**src/rtl/branch_predictor.sv**
```systemverilog
// ---------------------------------------------------------------------------
// branch_predictor
//   Fetch-stage dynamic branch predictor. A direct-mapped branch target buffer
//   holds one entry per index. Each entry has a valid bit, a tag, a target, a
//   jump flag and a 2-bit saturating direction counter. The lookup for pcF is
//   purely combinational from registered state. Branch resolutions from
//   execute train the table at the rising clock edge.
//
//   Optional feature macro: BP_PERF_EN
//     When defined, this block adds the saturating 32-bit counters
//     perf_branches and perf_mispredicts.
//
// Parameters
//   ENTRIES          number of BTB entries (power of two, >= 4)
//
// Ports
//   clk              clock, all state updates on rising edge
//   rst              synchronous reset, active-high (wins over upd_valid)
//   pcF              fetch PC to predict
//   pred_taken       predicted redirect for pcF
//   pred_target      predicted next PC for pcF (pcF+4 when not taken)
//   upd_valid        resolved control transfer in execute this cycle
//   upd_pc           PC of the resolved instruction
//   upd_taken        resolved outcome
//   upd_is_jump      1 = JAL/JALR, 0 = conditional branch
//   upd_target       resolved target address
//   upd_pred_taken   prediction carried down the pipe
//   upd_pred_target  predicted target carried down the pipe
//   perf_branches    (BP_PERF_EN) count of resolved control transfers
//   perf_mispredicts (BP_PERF_EN) count of direction/target mispredicts
// ---------------------------------------------------------------------------
module branch_predictor #(
  parameter int ENTRIES = 16
) (
  input  logic        clk,
  input  logic        rst,
  input  logic [31:0] pcF,
  output logic        pred_taken,
  output logic [31:0] pred_target,
  input  logic        upd_valid,
  input  logic [31:0] upd_pc,
  input  logic        upd_taken,
  input  logic        upd_is_jump,
  input  logic [31:0] upd_target,
  input  logic        upd_pred_taken,
  input  logic [31:0] upd_pred_target
`ifdef BP_PERF_EN
  ,
  output logic [31:0] perf_branches,
  output logic [31:0] perf_mispredicts
`endif
);

  localparam int IDX_W = $clog2(ENTRIES);
  localparam int TAG_W = 30 - IDX_W;

  typedef struct packed {
    logic             valid;
    logic [TAG_W-1:0] tag;
    logic [31:0]      target;
    logic             is_jump;
    logic [1:0]       ctr;
  } btb_entry_t;

  btb_entry_t r_btb [ENTRIES];

  // -------------------------------------------------------------------------
  // Fetch lookup (zero latency, no write-to-read bypass)
  // -------------------------------------------------------------------------
  logic [IDX_W-1:0] w_idx_f;
  logic [TAG_W-1:0] w_tag_f;
  btb_entry_t       w_ent_f;
  logic             w_hit_f;
  logic             w_taken_f;

  assign w_idx_f   = pcF[IDX_W+1:2];
  assign w_tag_f   = pcF[31:IDX_W+2];
  assign w_ent_f   = r_btb[w_idx_f];
  assign w_hit_f   = w_ent_f.valid & (w_ent_f.tag == w_tag_f);
  assign w_taken_f = w_hit_f & (w_ent_f.is_jump | w_ent_f.ctr[1]);

  assign pred_taken  = w_taken_f;
  // The +4 wraps naturally in 32 bits.
  assign pred_target = w_taken_f ? w_ent_f.target : (pcF + 32'd4);

  // -------------------------------------------------------------------------
  // Training path
  // -------------------------------------------------------------------------
  logic [IDX_W-1:0] w_idx_u;
  logic [TAG_W-1:0] w_tag_u;
  btb_entry_t       w_ent_u;
  logic             w_hit_u;
  logic [1:0]       w_ctr_inc;
  logic [1:0]       w_ctr_dec;

  assign w_idx_u = upd_pc[IDX_W+1:2];
  assign w_tag_u = upd_pc[31:IDX_W+2];
  assign w_ent_u = r_btb[w_idx_u];
  assign w_hit_u = w_ent_u.valid & (w_ent_u.tag == w_tag_u);

  // Saturating counter steps.
  assign w_ctr_inc = (w_ent_u.ctr == 2'b11) ? 2'b11 : (w_ent_u.ctr + 2'd1);
  assign w_ctr_dec = (w_ent_u.ctr == 2'b00) ? 2'b00 : (w_ent_u.ctr - 2'd1);

  always_ff @(posedge clk) begin
    if (rst) begin
      for (int i = 0; i < ENTRIES; i++) begin
        r_btb[i].valid   <= 1'b0;
        r_btb[i].tag     <= '0;
        r_btb[i].target  <= '0;
        r_btb[i].is_jump <= 1'b0;
        r_btb[i].ctr     <= 2'b01;
      end
    end else if (upd_valid) begin
      if (upd_is_jump) begin
        // Jumps always (re)allocate, whatever currently lives in the slot.
        r_btb[w_idx_u].valid   <= 1'b1;
        r_btb[w_idx_u].tag     <= w_tag_u;
        r_btb[w_idx_u].target  <= upd_target;
        r_btb[w_idx_u].is_jump <= 1'b1;
        r_btb[w_idx_u].ctr     <= 2'b11;
      end else if (upd_taken) begin
        if (w_hit_u) begin
          r_btb[w_idx_u].ctr     <= w_ctr_inc;
          r_btb[w_idx_u].target  <= upd_target;
          r_btb[w_idx_u].is_jump <= 1'b0;
        end else begin
          // Allocate weakly-taken; evicts any alias at this index.
          r_btb[w_idx_u].valid   <= 1'b1;
          r_btb[w_idx_u].tag     <= w_tag_u;
          r_btb[w_idx_u].target  <= upd_target;
          r_btb[w_idx_u].is_jump <= 1'b0;
          r_btb[w_idx_u].ctr     <= 2'b10;
        end
      end else if (w_hit_u) begin
        // Not-taken misses never allocate.
        r_btb[w_idx_u].ctr <= w_ctr_dec;
      end
    end
  end

`ifdef BP_PERF_EN
  // -------------------------------------------------------------------------
  // Performance counters (saturating)
  // -------------------------------------------------------------------------
  logic [31:0] r_perf_branches;
  logic [31:0] r_perf_mispredicts;
  logic        w_mispredict;

  assign w_mispredict = (upd_pred_taken != upd_taken) |
                        (upd_taken & (upd_pred_target != upd_target));

  always_ff @(posedge clk) begin
    if (rst) begin
      r_perf_branches    <= '0;
      r_perf_mispredicts <= '0;
    end else if (upd_valid) begin
      if (r_perf_branches != 32'hFFFF_FFFF) begin
        r_perf_branches <= r_perf_branches + 32'd1;
      end
      if (w_mispredict && (r_perf_mispredicts != 32'hFFFF_FFFF)) begin
        r_perf_mispredicts <= r_perf_mispredicts + 32'd1;
      end
    end
  end

  assign perf_branches    = r_perf_branches;
  assign perf_mispredicts = r_perf_mispredicts;
`endif

  // Byte-offset bits and (without the perf counters) the carried-down
  // prediction are architecturally don't-care here.
  logic w_unused_bits;
  assign w_unused_bits = ^{pcF[1:0], upd_pc[1:0], upd_pred_taken, upd_pred_target};

endmodule

```
**config.mk**
```make
export PLATFORM = sky130hd
export DESIGN_NAME = branch_predictor
export DESIGN_NICKNAME = d
export VERILOG_FILES = /design/src/rtl/branch_predictor.sv
export SDC_FILE = /design/constraint.sdc
export NUM_CORES = 2
export LEC_CHECK = 0
export BUFFER_PORTS_ARGS = -buffer_cell sky130_fd_sc_hd__buf_2
export CAP_MARGIN = 25
export CORE_MARGIN = 2
export CORE_UTILIZATION = 40
export DETAILED_ROUTE_END_ITERATION = 10
export GPL_ROUTABILITY_DRIVEN = 0
export PLACE_DENSITY_LB_ADDON = 0.1
export SETUP_SLACK_MARGIN = 0.1
export SLEW_MARGIN = 0
export SYNTH_ARGS = -nofsm -noshare
export SYNTH_HDL_FRONTEND = slang
export SYNTH_SLANG_ARGS = --single-unit
```
**constraint.sdc**
```tcl
create_clock -name clk -period 8.4 [get_ports clk]
set_input_delay 0 -clock clk [delete_from_list [all_inputs] [get_ports clk]]
set_output_delay 0 -clock clk [all_outputs]
set_load 0.02 [all_outputs]
```
==> impl_metrics.env <==
export IMPL_drc=0
export IMPL_yosysTopAreaCell="edfxtp_1"
export IMPL_power_frac_comb_pct=11.7
export IMPL_start_util_pct=40.4
export IMPL_clock_latency_ps=740
export IMPL_reg_largest_list="r_btb: 992 flops"
export IMPL_regArea_um2=29600
export IMPL_rsz0062_at_grt="no"
export IMPL_grt_start_max_net_pins=265
export IMPL_drt_wirelength_per_cell_um=34.8
export IMPL_crit_path_start_kind="flop"
export IMPL_dr_total_vias=32712
export IMPL_first_iter_violations=3854
export IMPL_worstPathRequired_ps=8780
export IMPL_viasPerCell=6.46
export IMPL_fin_skew_ps=30.4
export IMPL_cts_root_buffer="clkbuf_16"
export IMPL_p_seq_share_pct=48.6
export IMPL_ys_ff_latch=992
export IMPL_intPower_uw=8930
export IMPL_worstMarginPinSlew_ps=1380
export IMPL_outcome="finished, final reports clean"
export IMPL_cts_tree="yes"
export IMPL_largest_register="r_btb"
export IMPL_leakagePower_uw=0.0198
export IMPL_design_area_um2=56100
export IMPL_final_util_pct=45.3
export IMPL_drive_above_1_share_pct=26.6
export IMPL_yosysWarnings=0
export IMPL_avgSynthCellArea_um2=14.9
export IMPL_pin_count=167
export IMPL_synth_cell_type_count=56
export IMPL_firstDrtPassIters=7
export IMPL_synth_top_area_share_pct=58.5
export IMPL_syn_nets=3488
export IMPL_switching_share_pct=25.4
export IMPL_die_height_um=358
export IMPL_multi_input_comb_area_um2=18900
export IMPL_critical_path_arrival_ps=5880
export IMPL_placedInstanceArea_um2=52200
export IMPL_grt_usage_pct=27.5
export IMPL_portBuffers=131
export IMPL_fin_crit_sh_pct=65.6
export IMPL_syn_cell_area_um2=50100
export IMPL_irDropWorstVdd_uv=163
export IMPL_cap_violations=0
export IMPL_crit_path_end_kind="flop"
export IMPL_core_area_um2=124000
export IMPL_final_common_cell="edfxtp_1"
export IMPL_path_max_fanout=176
export IMPL_dpl_hpwl_um=95000
export IMPL_synth_flop_cell="edfxtp_1"
export IMPL_final_setup_viol_count=0
export IMPL_cts_sinks=992
export IMPL_final_nets=3471
export IMPL_routed_wl_um=176000
export IMPL_htreeDepth=3
export IMPL_num_rows=129
export IMPL_ant_nets=0
export IMPL_p_sw_uw=3040
export IMPL_hold_class="primary input to flop"
export IMPL_syn2layout_area_growth_pct=12.1
export IMPL_ys_seq_area_share_pct=59.2
export IMPL_syn_inst=3353
export IMPL_worstSetupPathType="flop to flop"
export IMPL_drv_slew=0
export IMPL_largest_reg_flops=992
export IMPL_ctsLongestPathBuffers=3
export IMPL_slew_headroom_pct=7.89
export IMPL_async_flop_share_pct=0
export IMPL_synthTopCellsByArea="edfxtp_1 59%, mux4_2 17%, and3_1 6.5%"
export IMPL_reg2reg_setup_slack_ps=2890
export IMPL_grt_first_pass_wirelength_um=248000
export IMPL_die_w_um=358
export IMPL_clock_power_share_pct=39.6
export IMPL_fmax_mhz=182
export IMPL_grt_pass1_vias=33049
export IMPL_final_cell_mix="976 x edfxtp_1, 517 x and3_1, 439 x nor3_1, 372 x mux4_2, 125 x buf_2"
export IMPL_setup_tns_ps=0
export IMPL_fillCellCount=10941
export IMPL_synth_edf_count=976
export IMPL_path_clk_slew_ps=60
export IMPL_grt_antenna_before_repair=10
export IMPL_die_area_um2=128000
export IMPL_cts_buffers=110
export IMPL_fin_crit_ps=5510
export IMPL_hold_viol=0
export IMPL_grt_overflow=0
export IMPL_powerDensity_nw_per_um2=213
[cells by family (layout without fill, tap and decap cells)]
kind of cell,Yosys count,count (layout),synth area share [%]
compound gates,161,161,2.38
flops,992,992,59.2
xor+xnor,97,97,1.70
simple gates,1157,1157,12.9
mux,523,523,19.9
buf+inv,422,495,3.98
other cells,0,4,0
fa+ha+maj,1,1,0.0250
[critical path, cell delays in order, from the launching register on]
cell and delay, ps:
edfxtp_1 400, mux4_2 480, mux2i_1 250, xor2_1 320
nand2_1 190, nor4_1 830, o21ai_0 380, or4_4 550
a21oi_4 400, buf_12 530, o21bai_4 110, buf_4 390
[stage by stage]
stage | setup slack, ps | power [µW] | cells | hold slack, ps
global placement | 2560 | 7260 | 4820 | 354
detailed placement | 2500 | 7300 | 4821 | 353
global route | 2850 | 12300 | 5065 | 77.7
floorplan | 4230 | 6740 | 3353 | 191
CTS | 3130 | 12000 | 5060 | 12.5
finish | 2890 | 12000 | 5067 | 66.4
[routing by layer]
metal | vias to the layer above | part of all wire, % | track usage (%)
met5 | - | 0 | 0
met4 | 0 | 3.0 | 9.00
met3 | 313 | 8.2 | 4.87
met2 | 1629 | 48 | 44.2
met1 | 17319 | 41 | 37.9
li1 | 13451 | - | -
[cell usage after synthesis, types with 13 or more instances]
| master | count |
|---|---|
| o32ai_1 | 16 |
| edfxtp_1 | 976 |
| clkbuf_1 | 274 |
| xnor2_1 | 68 |
| buf_2 | 43 |
| o21bai_1 | 21 |
| buf_1 | 30 |
| xor2_1 | 29 |
| mux2i_1 | 84 |
| nand3_1 | 20 |
| o21ai_0 | 23 |
| nor2_1 | 28 |
| mux4_2 | 372 |
| a221oi_1 | 15 |
| buf_6 | 41 |
| o22ai_1 | 17 |
| nand4_1 | 16 |
| mux2_2 | 67 |
| a31o_2 | 15 |
| inv_1 | 20 |
| and3_1 | 517 |
| dfxtp_1 | 16 |
| nand2_1 | 75 |
| nor4_1 | 23 |
| buf_4 | 13 |
| nor3_1 | 445 |
[final cells by class]
cell class / instances / area share (%)
diodes: 4 / 0.0178
multi-input cells: 1939 / 33.7
inverters: 21 / 0.140
clock inverters: 59 / 1.03
flip-flops and latches: 992 / 52.8
clock buffers: 143 / 5.24
repair buffers: 272 / 3.48
well taps: 1637 / 3.65
[power groups by stage]
stage	clock [µW]	sequential [µW]	combinational, µW
after floorplan	0	5880	862
after global placement	0	5900	1360
after detailed placement	0	5920	1380
after CTS	4800	5820	1400
after global routing	5000	5850	1460
final	4740	5820	1400
[worst paths after layout]
path	start	to	cells after the start
worst max-delay path	r_btb[8][48]$_SDFFCE_PN0P_	r_btb[5][49]$_DFFE_PP_	11
worst min-delay path	upd_pc[24]	r_btb[0][53]$_DFFE_PP_	3
worst max register to register	r_btb[8][48]$_SDFFCE_PN0P_	r_btb[5][49]$_DFFE_PP_	11
worst min register to register	r_btb[4][61]$_SDFFE_PP1P_	r_btb[4][61]$_SDFFE_PP1P_	2
[what timing repair did]
action / 4_1_cts / 5_1_grt
hold buffers: 37 / 0
hold endpoints to repair: 529 / 0
buffers inserted: 0 / 0
gates resized for setup: 0 / 0
(Power assumes the default switching activity.)
